File: src/rtl/deserializer_multilane.sv
// Multi-lane serial-to-parallel word assembler with runtime word length and bit
// order, feeding a first-word-fall-through output FIFO with valid/ready handshake.
module deserializer_multilane #(
  parameter  int LANES = 1,
  parameter  int WIDTH = 32,
  parameter  int DEPTH = 4,
  localparam int BEATS = WIDTH / LANES,
  localparam int BW    = $clog2(BEATS + 1),
  localparam int CW    = $clog2(DEPTH + 1)
) (
  input  logic             i_clk,
  input  logic             i_rst_n,
  input  logic             i_en,
  input  logic [LANES-1:0] iv_din,
  input  logic             i_din_valid,
  output logic             o_ready,
  input  logic             i_msb_first,
  input  logic [BW-1:0]    iv_beats,
  output logic [WIDTH-1:0] ov_dout,
  output logic             o_dout_valid,
  input  logic             i_ready,
  output logic [CW-1:0]    ov_count
);

  localparam int PW = (DEPTH > 1) ? $clog2(DEPTH) : 1;

  typedef enum logic [0:0] {
    ST_IDLE  = 1'b0,
    ST_SHIFT = 1'b1
  } state_t;

  state_t           state_r, state_nxt_s;
  logic [BW-1:0]    cnt_r, cnt_nxt_s;
  logic [BW-1:0]    nb_r, nb_nxt_s;
  logic             msb_r, msb_nxt_s;
  logic [WIDTH-1:0] word_r, word_nxt_s;

  logic [BW-1:0]    nb_eff_s, cur_nb_s, cur_k_s, slot_s;
  logic             cur_msb_s;
  logic [WIDTH-1:0] word_base_s, word_asm_s;
  logic             beat_acc_s, last_s, push_s, pop_s;

  logic             run_r;
  logic [PW-1:0]    wr_ptr_r, rd_ptr_r;
  logic [CW-1:0]    count_r;
  logic [WIDTH-1:0] mem_r [DEPTH];

  function automatic logic [BW-1:0] clamp_beats(input logic [BW-1:0] b);
    if ((b == {BW{1'b0}}) || (b > BW'(BEATS))) begin
      return BW'(BEATS);
    end else begin
      return b;
    end
  endfunction

  function automatic logic [PW-1:0] ptr_inc(input logic [PW-1:0] p);
    if (p == PW'(DEPTH - 1)) begin
      return {PW{1'b0}};
    end else begin
      return p + PW'(1);
    end
  endfunction

  // run_r keeps o_ready low from reset until the first clock after release
  assign o_ready      = i_en && run_r && (count_r != CW'(DEPTH));
  assign o_dout_valid = (count_r != {CW{1'b0}});
  assign ov_dout      = o_dout_valid ? mem_r[rd_ptr_r] : {WIDTH{1'b0}};
  assign ov_count     = count_r;
  assign beat_acc_s   = i_din_valid && o_ready;
  assign pop_s        = o_dout_valid && i_ready;

  // Beat placement: MSB-first beat k lands in lane slot N_b-1-k, LSB-first in slot k
  always_comb begin
    nb_eff_s = clamp_beats(iv_beats);
    if (state_r == ST_IDLE) begin
      cur_nb_s    = nb_eff_s;
      cur_msb_s   = i_msb_first;
      cur_k_s     = {BW{1'b0}};
      word_base_s = {WIDTH{1'b0}};
    end else begin
      cur_nb_s    = nb_r;
      cur_msb_s   = msb_r;
      cur_k_s     = cnt_r;
      word_base_s = word_r;
    end
    slot_s = cur_msb_s ? (cur_nb_s - cur_k_s - BW'(1)) : cur_k_s;
    word_asm_s = {WIDTH{1'b0}};
    for (int s = 0; s < BEATS; s++) begin
      word_asm_s[s*LANES +: LANES] = (slot_s == BW'(s)) ? iv_din : word_base_s[s*LANES +: LANES];
    end
    last_s = ((cur_k_s + BW'(1)) == cur_nb_s);
  end

  // Next-state and word-completion decision
  always_comb begin
    state_nxt_s = state_r;
    cnt_nxt_s   = cnt_r;
    nb_nxt_s    = nb_r;
    msb_nxt_s   = msb_r;
    word_nxt_s  = word_r;
    push_s      = 1'b0;
    if (beat_acc_s) begin
      nb_nxt_s  = cur_nb_s;
      msb_nxt_s = cur_msb_s;
      if (last_s) begin
        push_s      = 1'b1;
        state_nxt_s = ST_IDLE;
        cnt_nxt_s   = {BW{1'b0}};
        word_nxt_s  = {WIDTH{1'b0}};
      end else begin
        state_nxt_s = ST_SHIFT;
        cnt_nxt_s   = cur_k_s + BW'(1);
        word_nxt_s  = word_asm_s;
      end
    end else begin
      push_s = 1'b0;
    end
  end

  // Assembler state registers
  always_ff @(posedge i_clk or negedge i_rst_n) begin
    if (!i_rst_n) begin
      state_r <= ST_IDLE;
      cnt_r   <= {BW{1'b0}};
      nb_r    <= BW'(BEATS);
      msb_r   <= 1'b0;
      word_r  <= {WIDTH{1'b0}};
      run_r   <= 1'b0;
    end else begin
      state_r <= state_nxt_s;
      cnt_r   <= cnt_nxt_s;
      nb_r    <= nb_nxt_s;
      msb_r   <= msb_nxt_s;
      word_r  <= word_nxt_s;
      run_r   <= 1'b1;
    end
  end

  // FIFO pointers and occupancy; a push into an empty FIFO shows up next cycle
  always_ff @(posedge i_clk or negedge i_rst_n) begin
    if (!i_rst_n) begin
      wr_ptr_r <= {PW{1'b0}};
      rd_ptr_r <= {PW{1'b0}};
      count_r  <= {CW{1'b0}};
    end else begin
      if (push_s) begin
        wr_ptr_r <= ptr_inc(wr_ptr_r);
      end else begin
        wr_ptr_r <= wr_ptr_r;
      end
      if (pop_s) begin
        rd_ptr_r <= ptr_inc(rd_ptr_r);
      end else begin
        rd_ptr_r <= rd_ptr_r;
      end
      case ({push_s, pop_s})
        2'b10:   count_r <= count_r + CW'(1);
        2'b01:   count_r <= count_r - CW'(1);
        default: count_r <= count_r;
      endcase
    end
  end

  // FIFO storage; contents are masked by the occupancy count so need no reset
  always_ff @(posedge i_clk) begin
    if (push_s) begin
      mem_r[wr_ptr_r] <= word_asm_s;
    end else begin
      mem_r[wr_ptr_r] <= mem_r[wr_ptr_r];
    end
  end

endmodule
File: config.mk
export PLATFORM = sky130hd
export DESIGN_NAME = deserializer_multilane
export DESIGN_NICKNAME = d
export VERILOG_FILES = /design/src/rtl/deserializer_multilane.sv
export SDC_FILE = /design/constraint.sdc
export NUM_CORES = 1
export LEC_CHECK = 0
export ABC_AREA = 1
export BUFFER_PORTS_ARGS = -buffer_cell sky130_fd_sc_hd__buf_2
export CORE_UTILIZATION = 60
export CTS_CLUSTER_SIZE = 24
export DETAILED_ROUTE_END_ITERATION = 12
export PLACE_DENSITY = 0.81
export SLEW_MARGIN = 10
export SYNTH_ARGS = -nofsm -noshare
export SYNTH_HDL_FRONTEND = slang
export SYNTH_SLANG_ARGS = --single-unit
export TNS_END_PERCENT = 50
File: constraint.sdc
create_clock -name i_clk -period 4.1 [get_ports i_clk]
set_clock_uncertainty 0.05 [all_clocks]
set_input_delay 0.615 -clock i_clk [delete_from_list [all_inputs] [get_ports i_clk]]
set_output_delay 0.615 -clock i_clk [all_outputs]
set_load 0.02 [all_outputs]
==> qor.txt <==
gr usage total = 0.2979
die height = 123.0 µm
yosys warns = 0
largest net degree at the start of global routing = 47
Seq pwr share = 0.320
Core Area = 14100 µm²
Die W = 123.0 µm
Pleak = 4.054 nW
DR vias/cell = 5.966
# DRC = 0
Critical Path Fanout Max = 42
cts hold-fix bufs = 0
register area share after synthesis = 0.5913
initial antenna violation count = 0
post-synthesis cell count = 941
clk sinks = 182
f_max = 267.8 MHz
CTS tree = done
Die Area = 15130 µm²
pwr dens = 807.4 nW/µm²
wire length per cell = 18.17 µm
worst slack at placement = 429.9 ps
Post-Route WL = 21.24 mm
fin area = 9746 µm²
clock share of power = 0.199
mapped cell area = 8787 µm²
RD Place Congestion = 0.9287
syn avg cell area = 9.338 µm²
io pins = 50
CTS-repair resized insts = 0
GR Overflow Total = 0
fin nets = 1003
combinational group share of total power = 0.481
Initial Utilization = 0.6234
Row Count = 43
fin cells = 1169
Max-Cap Viols = 0
Relative slew margins = 0.1322
final setup fails = 0
Final Worst Setup Slack = 366.4 ps
Startpoint Class = flip-flop
Iter 0 DRT Violations = 814
Peak VDD IR = 0.3975 mV
root buffer cell = clkbuf_16
sw power = 0.003567 W
first-pass GRT wire length = 33.34 mm
worst slew pin tran = 1300 ps
IO Port Bufs = 49
number of global-route vias before repair = 6621
Hold Crit Class = in -> async
drt first pass iters = 5
Final min period = 3734 ps
Post-DRT Antenna Nets = 0
Final Hold Viols = 0
crit path DAT = 3850 ps
max-slew violation count = 0
Post-CTS Setup Repair Bufs = 0
Crit Path Category = reg -> reg
Seq cells post-synth = 182
RSZ-0062 raised after global routing = false
Pint = 0.004302 W
Reg clk slew, reported paths = 70 ps
via count = 6974
HPWL after DPL = 12.60 mm
Layout area overhead = 10.91%
outcome = finished, final reports clean
Setup TNS = 0 ps
library cells used by synthesis = 35
Layout fillers = 1018
clk_lat worst skew = 430 ps
number of inserted diodes = 0
Num CTS Buffers = 17
Cells after DPL = 1137
placed inst area = 9174 µm²
post-synthesis net count = 968
crit end category = flip-flop
crit share post-route = 0.9106
Max clock buf depth = 2
H-tree level count = 4
Worst Path Required = 4220 ps
PnR Total Power = 0.007869 W
share of cells above drive strength 1 = 0.1193
switching share of power = 0.4532
[cells in the mapped netlist]
master	number	area [µm²]
conb_1	1	3.750
fa_1	2	40.04
and2_1	32	200.2
buf_1	7	26.28
ha_1	12	150.1
nor3_1	2	10.01
buf_4	5	37.54
a31oi_4	1	21.27
clkbuf_1	31	116.4
dfstp_2	1	26.28
nand3b_1	2	15.01
a31oi_1	1	6.260
or2_1	2	12.51
xor2_1	6	52.55
nor2_1	157	589.3
o21ai_0	84	420.4
xnor2_1	2	17.52
nand2_2	4	25.02
nor2_2	3	18.77
o21ai_1	5	25.02
nand2_1	191	716.9
buf_2	5	25.02
a21oi_1	37	185.2
o21ai_4	1	16.27
o22ai_1	2	12.51
dfrtp_1	53	1326
buf_6	2	22.52
or2_0	1	6.260
inv_2	3	11.26
nand3_1	80	400.4
nand4_1	33	206.5
nor2_4	3	33.78
inv_1	41	153.9
edfxtp_1	128	3844
nand4_2	1	12.51
[power groups by stage]
stage / clock (W) / sequential, W / combinational (W)
floorplan: 0 / 0.00249 / 0.00269
global placement: 0 / 0.00254 / 0.00360
detailed placement: 0 / 0.00255 / 0.00368
CTS: 0.00157 / 0.00252 / 0.00372
global route: 0.00164 / 0.00255 / 0.00415
finish: 0.00156 / 0.00252 / 0.00378
[registers in the layout (all words and copies together) (netlist names)]
name	count
ov_count	3
word_r	32
rd_ptr_r	2
run_r	1
nb_r	6
wr_ptr_r	2
msb_r	1
cnt_r	6
mem_r	128
state_r	1
[worst paths after layout]
check	cells past startpoint	slack (ps)	start	end
max in group asynchronous	2	2920	i_rst_n	word_r[30]
min reg2reg	2	430	word_r[14]	word_r[14]
min	1	260	i_rst_n	state_r
max	13	370	state_r	mem_r[0][7]
max reg2reg	13	370	state_r	mem_r[0][7]
min in group i_clk	2	430	word_r[14]	word_r[14]
[through the flow]
step	util	hold slack, ps
after global placement	0.6508	411.3
after detailed placement	0.6508	415.4
after global routing	0.6914	308.5
final	0.6914	255.0
after CTS	0.6914	260.9
after floorplan	-	269.4
[per-layer routing]
| metal | wire, µm | global-route usage |
|---|---|---|
| met2 | 10610 | 0.5105 |
| met3 | 1794 | 0.04659 |
| met1 | 8355 | 0.3724 |
| met4 | 476 | 0.1393 |
| met5 | 0 | 0 |
[critical path, stage by stage (launching register included)]
cell and delay, ps:
dfrtp_1 420, buf_4 490, nand2_1 250, ha_1 460, nand2_1 110, nor3_1 230, nor2_1 90, nand3_1 120
nand3_1 80, nand2_1 90, nand2_2 100, nor2_4 450, nand3_1 220, and2_1 270
[placed cells by master (no fill, tap or decap), drive strengths merged, types with 4 or more instances in the layout]
cell        n
nand3      80
inv        46
buf        66
clkinvlp    4
xor2        6
a21oi      37
nand2     195
ha         12
o21ai      90
nor2      163
clkbuf     22
edfxtp    128
and2       32
nand4      34
dfrtp      53
[cell families after synthesis]
kind of cell               share of synthesized area
xor gates and xnor gates                    0.007974
adders and majority gates                    0.02164
and+or+nand+nor                               0.2557
DFF                                           0.5913
other                                      0.0004268
AOI/OAI and AO/OA                            0.07817
buffers and inverters                        0.04471
[final cells by class]
class	count	area (µm²)	share of cell area
multi-input cells	665	3213	0.3297
clock buffers	22	475.5	0.04879
clock inverters	10	96.34	0.009886
inverters	44	165.2	0.01695
well taps	180	225.2	0.02311
flip-flops and latches	182	5197	0.5333
repair buffers	66	372.9	0.03826
Power figures use the tool's default switching activity.
